===== config.mk =====
export PLATFORM = sky130hd
export DESIGN_NAME = tsfm_wr_queue
export DESIGN_NICKNAME = d
export VERILOG_FILES = /design/src/rtl/tsfm_pkg.sv /design/src/rtl/tsfm_fifo.sv /design/src/rtl/tsfm_wr_queue.sv
export SDC_FILE = /design/constraint.sdc
export NUM_CORES = 1
export LEC_CHECK = 0
export CORE_MARGIN = 8
export CORE_UTILIZATION = 50
export CTS_CLUSTER_DIAMETER = 150
export DETAILED_ROUTE_END_ITERATION = 16
export GPL_ROUTABILITY_DRIVEN = 0
export PLACE_DENSITY = 0.75
export SETUP_SLACK_MARGIN = 0.1
export SYNTH_ARGS = -nofsm -noshare
export SYNTH_HDL_FRONTEND = slang
export SYNTH_SLANG_ARGS = --single-unit

===== constraint.sdc =====
create_clock -name clk -period 3.4 [get_ports clk]
set_clock_uncertainty 0.15 [all_clocks]
set_input_delay 0.34 -clock clk [delete_from_list [all_inputs] [get_ports clk]]
set_output_delay 0.34 -clock clk [all_outputs]
set_load 0.01 [all_outputs]

===== src/rtl/tsfm_pkg.sv =====
// TurboSound-FM write queue: shared entry type, control-byte layout,
// engine states and the FM register threshold.
package tsfm_pkg;

    typedef struct packed {
        logic       chip;
        logic       a0;
        logic [7:0] data;
    } entry_t;

    localparam logic [4:0] CTRL_PREFIX = 5'b11111;
    localparam int CTRL_SEL_BIT = 0;
    localparam int CTRL_FM_BIT = 2;

    localparam logic [7:0] FM_REG_MIN = 8'h10;

    typedef enum logic [2:0] {
        IDLE,
        SETUP,
        STROBE,
        GAP,
        POLL
    } state_t;

endpackage


===== src/rtl/tsfm_fifo.sv =====
// Show-ahead FIFO taking up to two pushes per cycle (port a first).
// Callers only push when there is room and only pop when non-empty.
module tsfm_fifo
    import tsfm_pkg::*;
#(
    parameter int DEPTH = 8
) (
    input  logic                   clk,
    input  logic                   rst_n,
    input  logic                   push_a,
    input  entry_t                 din_a,
    input  logic                   push_b,
    input  entry_t                 din_b,
    input  logic                   pop,
    output entry_t                 dout,
    output logic                   full,
    output logic                   empty,
    output logic [$clog2(DEPTH):0] level
);

    localparam int AW = $clog2(DEPTH);
    typedef logic [AW:0] ptr_t;

    entry_t        mem [DEPTH];
    ptr_t          wr_ptr;
    ptr_t          rd_ptr;
    logic [AW-1:0] slot_a;
    logic [AW-1:0] slot_b;

    assign slot_a = wr_ptr[AW-1:0];
    // the second push lands behind the first when both fire
    assign slot_b = slot_a + AW'(push_a);
    assign level = wr_ptr - rd_ptr;
    assign empty = (wr_ptr == rd_ptr);
    assign full = (level == ptr_t'(DEPTH));
    assign dout = mem[rd_ptr[AW-1:0]];

    always_ff @(posedge clk or negedge rst_n) begin
        if (!rst_n) begin
            wr_ptr <= '0;
            rd_ptr <= '0;
        end else begin
            wr_ptr <= wr_ptr + ptr_t'(push_a) + ptr_t'(push_b);
            rd_ptr <= rd_ptr + ptr_t'(pop);
        end
    end

    always_ff @(posedge clk) begin
        if (push_a) mem[slot_a] <= din_a;
        if (push_b) mem[slot_b] <= din_b;
    end

endmodule


===== src/rtl/tsfm_wr_queue.sv =====
// TurboSound-FM bus front end: decodes #FFFD/#BFFD writes, queues them
// and replays them into two jt03 cores with write gaps and busy polling.
module tsfm_wr_queue
    import tsfm_pkg::*;
#(
    parameter int DEPTH = 8,
    parameter int ADDR_GAP = 2,
    parameter int SSG_GAP = 2,
    parameter int POLL_TIMEOUT = 255
) (
    input  logic       clk,
    input  logic       rst_n,
    input  logic       cen,
    input  logic       cpu_wr_addr,
    input  logic       cpu_wr_data,
    input  logic [7:0] cpu_din,
    output logic [7:0] cpu_dout,
    output logic       cpu_busy,
    output logic       ovf,
    output logic [1:0] ym_cs_n,
    output logic       ym_wr_n,
    output logic       ym_addr,
    output logic [7:0] ym_din,
    input  logic [7:0] ym_dout0,
    input  logic [7:0] ym_dout1,
    output logic       ay_mode
);

    localparam int LW = $clog2(DEPTH) + 1;
    localparam int CW = 16;
    typedef logic [LW-1:0] lvl_t;
    typedef logic [CW-1:0] cnt_t;

    state_t     state, state_nx;
    cnt_t       cnt, cnt_nx, gap_len;
    entry_t     cur, head, ent_a, ent_b;
    logic       chip_sel, fm_en, sel_now, is_ctrl;
    logic       cur_fm, chip_busy;
    logic [7:0] reg_latch [2];
    logic       push_a, push_b, take_a, take_b;
    logic       pop, full, empty;
    lvl_t       level, free;

    assign is_ctrl = cpu_wr_addr && (cpu_din[7:3] == CTRL_PREFIX);
    // a data pulse alongside a control write already uses the new chip
    assign sel_now = is_ctrl ? !cpu_din[CTRL_SEL_BIT] : chip_sel;
    assign push_a = cpu_wr_addr && !is_ctrl;
    assign push_b = cpu_wr_data;
    assign ent_a = '{chip: sel_now, a0: 1'b0, data: cpu_din};
    assign ent_b = '{chip: sel_now, a0: 1'b1, data: cpu_din};

    assign pop = (state == IDLE) && !empty;
    assign free = lvl_t'(DEPTH) - level + lvl_t'(pop);
    assign take_a = push_a && (!full || pop);
    assign take_b = push_b && (free > lvl_t'(take_a));

    tsfm_fifo #(
        .DEPTH(DEPTH)
    ) u_fifo (
        .clk    (clk),
        .rst_n  (rst_n),
        .push_a (take_a),
        .din_a  (ent_a),
        .push_b (take_b),
        .din_b  (ent_b),
        .pop    (pop),
        .dout   (head),
        .full   (full),
        .empty  (empty),
        .level  (level)
    );

    always_ff @(posedge clk or negedge rst_n) begin
        if (!rst_n) begin
            chip_sel <= 1'b0;
            fm_en <= 1'b1;
            ovf <= 1'b0;
        end else begin
            if (is_ctrl) begin
                chip_sel <= !cpu_din[CTRL_SEL_BIT];
                fm_en <= cpu_din[CTRL_FM_BIT];
            end
            if ((push_a && !take_a) || (push_b && !take_b))
                ovf <= 1'b1;
        end
    end

    assign chip_busy = cur.chip ? ym_dout1[7] : ym_dout0[7];
    assign gap_len = !cur.a0 ? cnt_t'(ADDR_GAP)
                   : cur_fm  ? cnt_t'(1)
                   :           cnt_t'(SSG_GAP);

    always_comb begin
        state_nx = state;
        cnt_nx = cnt;
        unique case (state)
            IDLE: if (!empty) state_nx = SETUP;
            SETUP: if (cen) state_nx = STROBE;
            STROBE: if (cen) begin
                state_nx = GAP;
                cnt_nx = gap_len;
            end
            GAP: if (cen) begin
                if (cnt == cnt_t'(1)) begin
                    state_nx = cur_fm ? POLL : IDLE;
                    cnt_nx = cnt_t'(POLL_TIMEOUT);
                end else begin
                    cnt_nx = cnt - cnt_t'(1);
                end
            end
            POLL: if (cen) begin
                if (!chip_busy || cnt == cnt_t'(1))
                    state_nx = IDLE;
                else
                    cnt_nx = cnt - cnt_t'(1);
            end
            default: state_nx = IDLE;
        endcase
    end

    always_ff @(posedge clk or negedge rst_n) begin
        if (!rst_n) begin
            state <= IDLE;
            cnt <= '0;
            cur <= '0;
            cur_fm <= 1'b0;
            reg_latch[0] <= '0;
            reg_latch[1] <= '0;
        end else begin
            state <= state_nx;
            cnt <= cnt_nx;
            if (pop) begin
                cur <= head;
                cur_fm <= head.a0 && fm_en
                       && (reg_latch[head.chip] >= FM_REG_MIN);
            end
            if (state == STROBE && cen && !cur.a0)
                reg_latch[cur.chip] <= cur.data;
        end
    end

    always_comb begin
        ym_cs_n = 2'b11;
        ym_wr_n = 1'b1;
        ym_addr = cur.a0;
        ym_din = cur.data;
        if (state == STROBE) begin
            ym_cs_n[cur.chip] = 1'b0;
            ym_wr_n = 1'b0;
        end
        if (state == POLL) begin
            ym_cs_n[cur.chip] = 1'b0;
            ym_addr = 1'b0;
        end
    end

    assign cpu_busy = !empty || (state != IDLE);
    assign cpu_dout = chip_sel ? ym_dout1 : ym_dout0;
    assign ay_mode = !fm_en;

endmodule


==> results of run 1 <==
-- sequential cells by signal (all words and copies together) (netlist names) --
signal,cells
chip_sel,1
cnt,16
cur,2
cur_fm,1
fm_en,1
ovf,1
reg_latch,8
state,3
u_fifo.mem,80
u_fifo.rd_ptr,4
u_fifo.wr_ptr,4
ym_din,8
-- critical path, delay by kind of cell, from the launching register on --
kind,cells,cell delay (ns)
adder cells (fa/ha/maj),5,1.28
buffers and inverters,2,0.11
AND/OR/NAND/NOR,8,1.00
XOR/XNOR,2,0.29
flip-flops,1,0.41
-- power groups by stage --
stage / combinational (mW) / sequential [mW] / clock (mW)
final: 4.29 / 2.84 / 1.87
after global routing: 4.64 / 2.92 / 1.96
after CTS: 4.05 / 2.83 / 1.89
after detailed placement: 3.90 / 2.85 / 0
after global placement: 3.76 / 2.81 / 0
after floorplan: 2.56 / 2.76 / 0
-- worst min path at each step --
stage                                                to  slack [ns]  cells after the start
final                                cnt[7]$_DFFE_PN0P_        0.29                      2
after global routing      u_fifo.mem[4][8]$_SDFFE_PP1P_        0.32                      1
after CTS                            cnt[8]$_DFFE_PN0P_        0.30                      2
after detailed placement             cnt[8]$_DFFE_PN0P_        0.21                      1
after global placement               cnt[8]$_DFFE_PN0P_        0.20                      1
after floorplan                      chip_sel$_DFF_PN0_       -0.11                      0
-- layout by cell type (no fill, tap or decap), types with 9 or more instances in the layout --
master / synthesis / final
a21oi_1: 26 / 26
mux4_2: 20 / 20
dfrtp_1: 48 / 47
o21ai_0: 10 / 10
nor2_1: 35 / 31
o21ai_1: 15 / 13
nor3_1: 10 / 10
a31oi_1: 11 / 10
clkdlybuf4s50_1: 0 / 50
inv_1: 14 / 12
edfxtp_1: 72 / 72
mux2_2: 9 / 9
nand2_1: 49 / 44
a21boi_1: 64 / 60
buf_4: 9 / 56
clkbuf_16: 0 / 17
-- through the flow --
step | setup TNS (ns) | area, um^2 | instances | worst slack, ns
2_1_floorplan | -2.97 | 6730 | 556 | -0.151
3_3_place_gp | 0 | 7780 | 805 | 0.00498
3_5_place_dp | -1.31 | 7780 | 805 | -0.0645
4_1_cts | 0 | 8430 | 838 | 0.0719
5_1_grt | -3.05 | 8580 | 841 | -0.0837
6_report | 0 | 8580 | 841 | 0.0375
-- final cells by class --
type | instances | area share
Clock inverter | 13 | 0.0197
Multi-Input combinational cell | 369 | 0.354
Tap cell | 176 | 0.0257
Inverter | 17 | 0.00743
Clock buffer | 18 | 0.0500
Sequential cell | 129 | 0.414
Timing Repair Buffer | 119 | 0.130
-- logic make-up (layout without fill, tap and decap cells) --
family          after synthesis  after routing  synth area share
mux                          41             41             0.103
flops                       129            129             0.532
fa+ha+maj                    15             15            0.0304
buf+inv                      58            167            0.0422
xor+xnor                     12             12            0.0182
simple gates                141            141             0.107
compound gates              160            160             0.167
-- repair_timing --
item                                    4_1_cts  5_1_grt
cloned                                        0        0
endpoints found under the hold margin        21        0
buffers inserted                              1        3
endpoints found under the setup margin      142      152
pin swaps                                     2        5
resized for setup                             8       28
hold buffers                                  1        0
-- metal layers --
| metal | wire (um) | vias to the layer above |
|---|---|---|
| met5 | 0 | - |
| li1 | - | 2271 |
| met3 | 1130 | 34 |
| met1 | 6760 | 2489 |
| met2 | 8620 | 199 |
| met4 | 303 | 0 |
==> flow_summary_export.csv, run 1 <==
group,metric,value,unit
global_routing,busiest_layer,"met2",
clock_tree,clkSlewWorstSetupHoldPaths,0.06,ns
synth,ys.flop_type,"edfxtp_1",
critical_path,worst-path-max-fanout,6,
power,ir_drop,0.589,mV
power,swShare,0.362,
global_routing,met1_usage,0.232,
synth,netlist_instances,556,
power,switchingPower,3.26,mW
power,p_comb_frac,0.477,
routing,drc_errors,0,
synth,synth_edf_count,72,
routing,wl_per_cell,20.0,um
cells_and_area,areaGrowthSynthToFinish,28.7,%
global_routing,grt_use_met2,0.341,
global_routing,grt_pass1_wl,27500,um
clock_tree,cts_sinks,129,
floorplanning,rows,42,
routing,wl,16800,um
critical_path,startpoint,"u_fifo.wr_ptr[0]$_DFF_PN0_",
clock_tree,numCtsBuffers,17,
critical_path,critical_path_class,"reg -> reg",
synth,ys_seq_area_frac,0.532,
critical_path,cp_data_arrival_time,3.51,ns
floorplanning,num_io_pins,52,
critical_path,cp-start-kind,"register",
floorplanning,initial_core_util,0.508,
floorplanning,core,0.0131,mm^2
sta,setup_viol,0,
global_routing,grt_max_degree,28,
synth,synth_area_leaders,"edfxtp_1 32%, dfrtp_1 18%, a21boi_1 7.2%",
sta,rsz0062_at_grt,"true",
floorplanning,die_h,131,um
sta,hold_viol,0,
critical_path,endpoint_kind,"register",
critical_path,crit_chain,"inv_2 -> ha_4 -> inv_2 -> fa_2 -> xor2_2 -> nor2_1 -> nand3_2 -> nor2_4 -> nor2_2 -> ha_1 -> nor2_1 -> or3_4 -> nor2_4 -> nor2b_2 -> fa_2 -> ha_2 -> xor2_1",
min_path,holdCritPathClass,"in -> async",
clock_tree,clk_path_buf_depth,2,
clock_tree,clock_latency,0.42,ns
critical_path,r2r_end,"u_fifo.wr_ptr[2]$_DFF_PN0_",
sta,fin_crit,3.36,ns
clock_tree,cts_root_buf,"clkbuf_16",
sta,slew_viol_final,0,
power,p_per_area,1050,mW/mm^2
status,status,"finished clean",
sta,worstMarginPinSlew,0.970,ns
routing,first_pass_iters,6,
critical_path,cp_slowest_cell,"dfrtp_2",
cells_and_area,final_nets,697,
global_routing,grtUsageMet3,0.0617,
sta,slew_headroom,0.346,
critical_path,slowest_delay,0.41,ns
synth,syn_area_per_cell,12.0,um^2
global_routing,grt_usage,0.199,
synth,async_flop_share,0.380,
synth,yosys_warnings,0,
floorplanning,dieWidth,131,um
sta,period_share,0.989,
critical_path,r2r-start,"u_fifo.wr_ptr[0]$_DFF_PN0_",
place,place_hpwl,11700,um
routing,vias,4993,
global_routing,grt_pass1_vias,5182,
clock_tree,cts_max_level,4,
place,numPortBuffers,51,
critical_path,reg2reg_depth,17,
critical_path,cp.required,3.55,ns
critical_path,cp-endpoint,"u_fifo.wr_ptr[2]$_DFF_PN0_",
power,clkPwrFrac,0.207,
run,maxCapViolCount,0,
cells_and_area,fillers,950,
cells_and_area,utilization,0.653,
cells_and_area,drive_above_1_share,0.263,
clock_tree,tritoncts,"yes",
cells_and_area,n_antenna_cell,0,
synth,synth_top_area_share,0.324,
routing,ant_nets,0,
power,seq_power_share,0.316,
sta,fmax,0.297,GHz
routing,viasPerCell,5.94,
power,p_leak,3.37,nW
cells_and_area,seq_area,0.00355,mm^2
floorplanning,dieArea,0.0173,mm^2
critical_path,rrSetupSlack,0.04,ns
synth,ys_types,62,
synth,synth_top_cell_by_area,"edfxtp_1",
synth,synth_common_cells,"72 x edfxtp_1, 64 x a21boi_1, 49 x nand2_1, 48 x dfrtp_1, 35 x nor2_1",
power,p_int,5.74,mW
cells_and_area,multi_input_area,0.00304,mm^2
synth,synth_most_common_cell,"edfxtp_1",
synth,syn-num-nets,600,
sta,fin_hold_ws,0.292,ns
routing,drt_iter0_markers,426,
synth,synth-seq-cells,129,
synth,synth_area,0.00667,mm^2
global_routing,antenna_found_initial,0,
global_routing,gr-total-overflow,0,
power,total_power,9.00,mW
No activity file was read; power rests on OpenSTA's default activity.
==> run 2, diff against run 1 <==
GPL_ROUTABILITY_DRIVEN = not set   (was 0)
==> run 2 against run 1 <==
Effect of this change:
- non-clock buffer count increased by 6
- critical path type unchanged
- the run now ends with setup timing left
- final area increased by 2.7%
- cell count increased by 0.71%
- clock power decreased by 4%
- utilization increased by 1.8 points
- clock-buffer cell count increased by 1
==> flow_summary_export.csv, run 2 (synthesized netlist as in run 1, its figures left out) <==
group,metric,value,unit
status,status,"finished, violations left",
status,violations,"setup timing",
cells_and_area,fillers,904,
cells_and_area,largest_register_ffs,80,
place,numPortBuffers,51,
critical_path,startpoint,"u_fifo.wr_ptr[0]$_DFF_PN0_",
sta,worstMarginPinSlew,0.663,ns
place,place_hpwl,11400,um
clock_tree,clk_path_buf_depth,2,
sta,setup_viol,18,
cells_and_area,areaGrowthSynthToFinish,32.2,%
clock_tree,cts_root_buf,"clkbuf_16",
global_routing,grt_usage,0.199,
sta,slew_viol_final,0,
cells_and_area,layout_commonest_cell,"edfxtp_1",
cells_and_area,n_antenna_cell,0,
power,p_per_area,1070,mW/mm^2
power,ir_drop,0.643,mV
routing,ant_nets,0,
place,gp_congestion,0.859,
critical_path,slowest_delay,0.41,ns
critical_path,r2r-start,"u_fifo.wr_ptr[0]$_DFF_PN0_",
global_routing,grt_max_degree,28,
global_routing,gr-total-overflow,0,
sta,period_share,1.02,
cells_and_area,final_nets,703,
sta,rsz0062_at_grt,"true",
critical_path,cp_data_arrival_time,3.46,ns
floorplanning,initial_core_util,0.508,
min_path,holdCritPathClass,"in -> async",
sta,setup_ws,-0.0768,ns
critical_path,worstSetupPathDepth,19,
global_routing,grt_pass1_vias,5201,
floorplanning,die_h,131,um
cells_and_area,drive_above_1_share,0.328,
critical_path,cp_num_buf_inv,5,
power,p_leak,3.41,nW
sta,slew_headroom,0.558,
cells_and_area,max_flop_register,"u_fifo.mem",
cells_and_area,mostFrequentLayoutCells,"72 x edfxtp_1, 52 x buf_4, 50 x clkdlybuf4s50_1",
clock_tree,clock_latency,0.42,ns
routing,vias,5068,
clock_tree,numCtsBuffers,17,
cells_and_area,fin_area,0.00882,mm^2
critical_path,worst-path-max-fanout,8,
clock_tree,clkSlewWorstSetupHoldPaths,0.06,ns
place,placed_area,0.00777,mm^2
clock_tree,tritoncts,"yes",
sta,fin_crit,3.48,ns
routing,drt_iter0_markers,461,
critical_path,cp_common_cell,"ha_4",
routing,wl_per_cell,20.8,um
run,maxCapViolCount,0,
place,dpl_worst_slack,-0.0457,ns
critical_path,critical_path_class,"reg -> reg",
critical_path,endpoint_kind,"register",
global_routing,grt_pass1_wl,27300,um
critical_path,cp.required,3.38,ns
routing,drc_errors,0,
floorplanning,core,0.0131,mm^2
global_routing,antenna_found_initial,0,
critical_path,cp_slowest_cell,"dfrtp_2",
sta,hold_viol,0,
clock_tree,cts_max_level,4,
critical_path,cp-start-kind,"register",
critical_path,crit_chain,"inv_2 -> ha_4 -> inv_2 -> fa_2 -> xor2_2 -> nor2_2 -> nand3_2 -> nor2_4 -> nor2_4 -> buf_6 -> ha_4 -> ha_4 -> xnor2_2 -> nand2b_1 -> nor2_1 -> o21ai_1 -> buf_4 -> nand2_4 -> buf_12",
floorplanning,rows,42,
critical_path,reg2reg_depth,19,
sta,fmax,0.288,GHz
routing,wl,17600,um
floorplanning,num_io_pins,52,
clock_tree,cts_sinks,129,
cells_and_area,top_regs,"u_fifo.mem (80), cnt (16)",
routing,viasPerCell,5.98,
cells_and_area,utilization,0.671,
floorplanning,dieArea,0.0173,mm^2
routing,first_pass_iters,5,
floorplanning,dieWidth,131,um
critical_path,cp_top_family,"adder cells",
==> run 2: cell count changes in the layout (fill, tap and decap cells not counted), sizes merged <==
cell	delta
buf	+5
clkbuf	+2
bufinv	-1
==> run 2: final cells by class <==
| cell class | instances | area (um^2) | area share |
|---|---|---|---|
| clock buffer | 19 | 433 | 0.0491 |
| clock inverter | 12 | 143 | 0.0162 |
| inverter | 17 | 63.8 | 0.00724 |
| multi-input combinational | 369 | 3190 | 0.361 |
| sequential | 129 | 3550 | 0.403 |
| tap | 176 | 220 | 0.0250 |
| timing repair buffer | 125 | 1220 | 0.138 |
==> run 2: worst reg2reg max path, delay by kind of cell (launching register included) <==
family,cells,cell delay [ns]
flops,1,0.41
compound gates,1,0.10
xor+xnor,2,0.34
buf+inv,5,0.56
fa+ha+maj,4,0.81
simple gates,7,0.80
==> run 2: worst paths after layout <==
kind	to	slack [ns]
min in group clk	u_fifo.mem[4][8]$_SDFFE_PP1P_	0.31
max reg2reg	u_fifo.mem[0][7]$_DFFE_PP_	-0.08
max	u_fifo.mem[0][7]$_DFFE_PP_	-0.08
min	cnt[7]$_DFFE_PN0P_	0.28
max in group asynchronous	ym_din[3]$_DFFE_PN0P_	2.06
min reg2reg	u_fifo.mem[4][8]$_SDFFE_PP1P_	0.31
==> run 2: timing repair <==
item | 4_1_cts | 5_1_grt
pin swaps | 4 | 49
hold endpoints to repair | 21 | 0
resized for setup | 18 | 74
hold buffers | 1 | 0
endpoints found under the setup margin | 150 | 152
buffers inserted | 3 | 4
cloned | 1 | 3
==> run 2: per-stage QoR <==
step                      std cells  total power [mW]  hold WS, ns  TNS [ns]
after detailed placement        804              6.74        0.199    -0.483
after CTS                       840              8.77        0.305         0
after global placement          804              6.56        0.193         0
final                           847              9.41        0.284    -0.898
after floorplan                 556              5.32       -0.106     -2.97
after global routing            847              9.88        0.330     -9.48
==> run 2: report_power, final <==
group	total [mW]	internal (mW)	switching [mW]
combinational	4.79	2.27	2.52
clock	1.79	1.14	0.656
sequential	2.83	2.48	0.348
==> run 2: per-layer routing <==
layer	share of wire	global-route usage	vias up	wire [um]
li1	-	-	2283	-
met1	0.39	0.233	2550	6910
met2	0.53	0.353	200	9250
met3	0.062	0.0488	35	1090
met4	0.020	0.0562	0	348
met5	0	0	-	0
==> run 3, diff against run 2 <==
REMOVE_ABC_BUFFERS = 1   (was not set)
SLEW_MARGIN = 20   (was not set)
==> run 3 against run 2 <==
Effect of this change:
- the run still ends with setup timing left
- clock power decreased by 6%
- largest power group unchanged
- routed wire length decreased by 0.63%
- worst setup slack got worse by 0.025 ns
- first-iteration DRC count increased by 8.9%
- non-clock buffer count decreased by 5
- die area unchanged
- sequential power about the same
- register-to-register slack got worse by 0.02 ns
- maximum frequency decreased by 0.71%
- critical path type unchanged
- power decreased by 3.1%
- critical endpoint is now u_fifo.mem[2][6]$_DFFE_PP_
- global-route usage decreased by 0.75 points
- highest routed layer unchanged
==> flow_summary_export.csv, run 3 (synthesized netlist as in run 1, its figures left out) <==
group,metric,value,unit
global_routing,antenna_found_initial,0,
clock_tree,numCtsBuffers,17,
clock_tree,cts_max_level,4,
power,ir_drop,0.546,mV
routing,ant_nets,0,
floorplanning,die_h,131,um
routing,wl_per_cell,20.7,um
min_path,hold_end,"u_fifo.mem[6][8]$_SDFFE_PP1P_",
cells_and_area,top_regs,"u_fifo.mem (80), cnt (16)",
routing,first_pass_iters,5,
place,gp_congestion,0.840,
routing,wl,17500,um
sta,slew_headroom,0.569,
sta,setup_ws,-0.102,ns
sta,slew_viol_final,0,
power,clkPwrFrac,0.185,
clock_tree,cts_sinks,129,
cells_and_area,final_nets,698,
floorplanning,initial_core_util,0.508,
min_path,holdCritPathClass,"reg -> reg",
routing,drc_errors,0,
power,p_leak,3.35,nW
critical_path,r2r-start,"u_fifo.wr_ptr[0]$_DFF_PN0_",
clock_tree,tritoncts,"yes",
critical_path,rrSetupSlack,-0.10,ns
place,numPortBuffers,51,
cells_and_area,n_antenna_cell,0,
clock_tree,clk_path_buf_depth,2,
power,p_int,5.65,mW
floorplanning,dieWidth,131,um
global_routing,gr-total-overflow,0,
cells_and_area,mostFrequentLayoutCells,"72 x edfxtp_1, 53 x buf_4, 50 x clkdlybuf4s50_1",
power,seq_power_share,0.314,
power,total_power,9.12,mW
critical_path,worst-path-max-fanout,8,
min_path,min-delay-start,"u_fifo.mem[6][8]$_SDFFE_PP1P_",
cells_and_area,drive_above_1_share,0.291,
floorplanning,dieArea,0.0173,mm^2
critical_path,cp-start-kind,"register",
critical_path,cp.required,3.43,ns
place,placed_cells,792,
cells_and_area,areaGrowthSynthToFinish,29.4,%
clock_tree,clock_latency,0.42,ns
place,dpl_worst_slack,-0.173,ns
routing,drt_iter0_markers,502,
sta,fmax,0.286,GHz
sta,period_share,1.03,
power,p_per_area,1060,mW/mm^2
critical_path,critical_path_class,"reg -> reg",
routing,viasPerCell,6.06,
cells_and_area,fin_area,0.00863,mm^2
global_routing,grt_usage,0.191,
status,status,"finished, violations left",
power,switchingPower,3.47,mW
cells_and_area,largest_register_ffs,80,
sta,fin_hold_ws,0.308,ns
cells_and_area,layout_commonest_cell,"edfxtp_1",
critical_path,r2r_end,"u_fifo.mem[2][6]$_DFFE_PP_",
critical_path,cp_data_arrival_time,3.53,ns
sta,worstMarginPinSlew,0.646,ns
global_routing,grt_max_degree,50,
global_routing,grt_pass1_wl,26600,um
sta,rsz0062_at_grt,"true",
floorplanning,core,0.0131,mm^2
floorplanning,rows,42,
min_path,whs_path_depth,1,
sta,hold_viol,0,
power,p_comb_frac,0.501,
cells_and_area,max_flop_register,"u_fifo.mem",
place,placed_area,0.00761,mm^2
floorplanning,num_io_pins,52,
place,place_hpwl,11400,um
power,swShare,0.381,
clock_tree,cts_root_buf,"clkbuf_16",
critical_path,reg2reg_depth,16,
clock_tree,clkSlewWorstSetupHoldPaths,0.06,ns
status,violations,"setup timing",
sta,setup_viol,70,
critical_path,endpoint_kind,"register",
sta,fin_crit,3.50,ns
run,maxCapViolCount,0,
global_routing,grt_pass1_vias,5144,
routing,vias,5105,
cells_and_area,fin_cells,843,
## run 3: cell types whose count changed in the layout (fill, tap and decap cells not counted), moves of 4 or more
| cell | change |
|---|---|
| clkinvlp_4 | +4 |
| a21boi_1 | +9 |
| a21boi_2 | -9 |
| a21oi_1 | +4 |
| a21oi_2 | -4 |
| buf_6 | -4 |
## run 3: critical path, stage by stage, from the launching register on
cell     delay, ns
dfrtp_1       0.40
inv_2         0.08
ha_4          0.14
inv_4         0.03
fa_2          0.35
xor2_2        0.19
nor2_1        0.15
nand3_2       0.12
nor2_4        0.13
nor2_4        0.05
ha_4          0.29
nor2_2        0.03
or3_4         0.36
buf_8         0.17
o21ai_1       0.23
nand2_1       0.18
buf_12        0.19
## run 3: worst max path at each step
stage / from / end / cells after the start
global placement: u_fifo.wr_ptr[0]$_DFF_PN0_ / u_fifo.wr_ptr[2]$_DFF_PN0_ / 17
CTS: u_fifo.wr_ptr[0]$_DFF_PN0_ / u_fifo.wr_ptr[2]$_DFF_PN0_ / 17
global route: u_fifo.wr_ptr[0]$_DFF_PN0_ / u_fifo.mem[2][6]$_DFFE_PP_ / 16
detailed placement: u_fifo.wr_ptr[0]$_DFF_PN0_ / u_fifo.wr_ptr[2]$_DFF_PN0_ / 17
finish: u_fifo.wr_ptr[0]$_DFF_PN0_ / u_fifo.mem[2][6]$_DFFE_PP_ / 16
floorplan: u_fifo.rd_ptr[0]$_DFF_PN0_ / u_fifo.mem[2][0]$_DFFE_PP_ / 13
## run 3: layout make-up
type | count | area [um^2]
clock buffer | 17 | 425
clock inverter | 15 | 120
fill | 930 | 4510
inverter | 17 | 66.3
multi-input combinational | 369 | 3090
sequential | 129 | 3550
tap | 176 | 220
timing repair buffer | 120 | 1150
## run 3: power groups by stage
stage	Combinational (mW)	Sequential, mW	Clock (mW)
floorplan	2.11	2.87	0
global placement	3.46	2.82	0
detailed placement	3.61	2.87	0
CTS	3.86	2.84	1.68
global route	4.92	2.93	1.76
finish	4.57	2.86	1.69
## run 3: stage by stage
step                       util   TNS, ns
final                     0.657     -2.49
after floorplan               -   -134.66
after global routing      0.657    -17.34
after global placement    0.580  -0.00361
after detailed placement  0.580     -4.93
after CTS                 0.629     -1.19
## run 3: repair_timing
action,4_1_cts,5_1_grt
cloned,0,3
setup endpoints to repair,152,156
buffers inserted,6,9
hold buffers,0,1
endpoints found under the hold margin,0,48
gates resized for setup,18,57
pin swaps,6,30
## run 3: metal layers
layer,share of wire,track usage,vias up
li1,-,-,2271
met1,0.39,0.226,2581
met2,0.53,0.326,206
met3,0.057,0.0507,47
met4,0.021,0.0728,0
met5,0,0,-
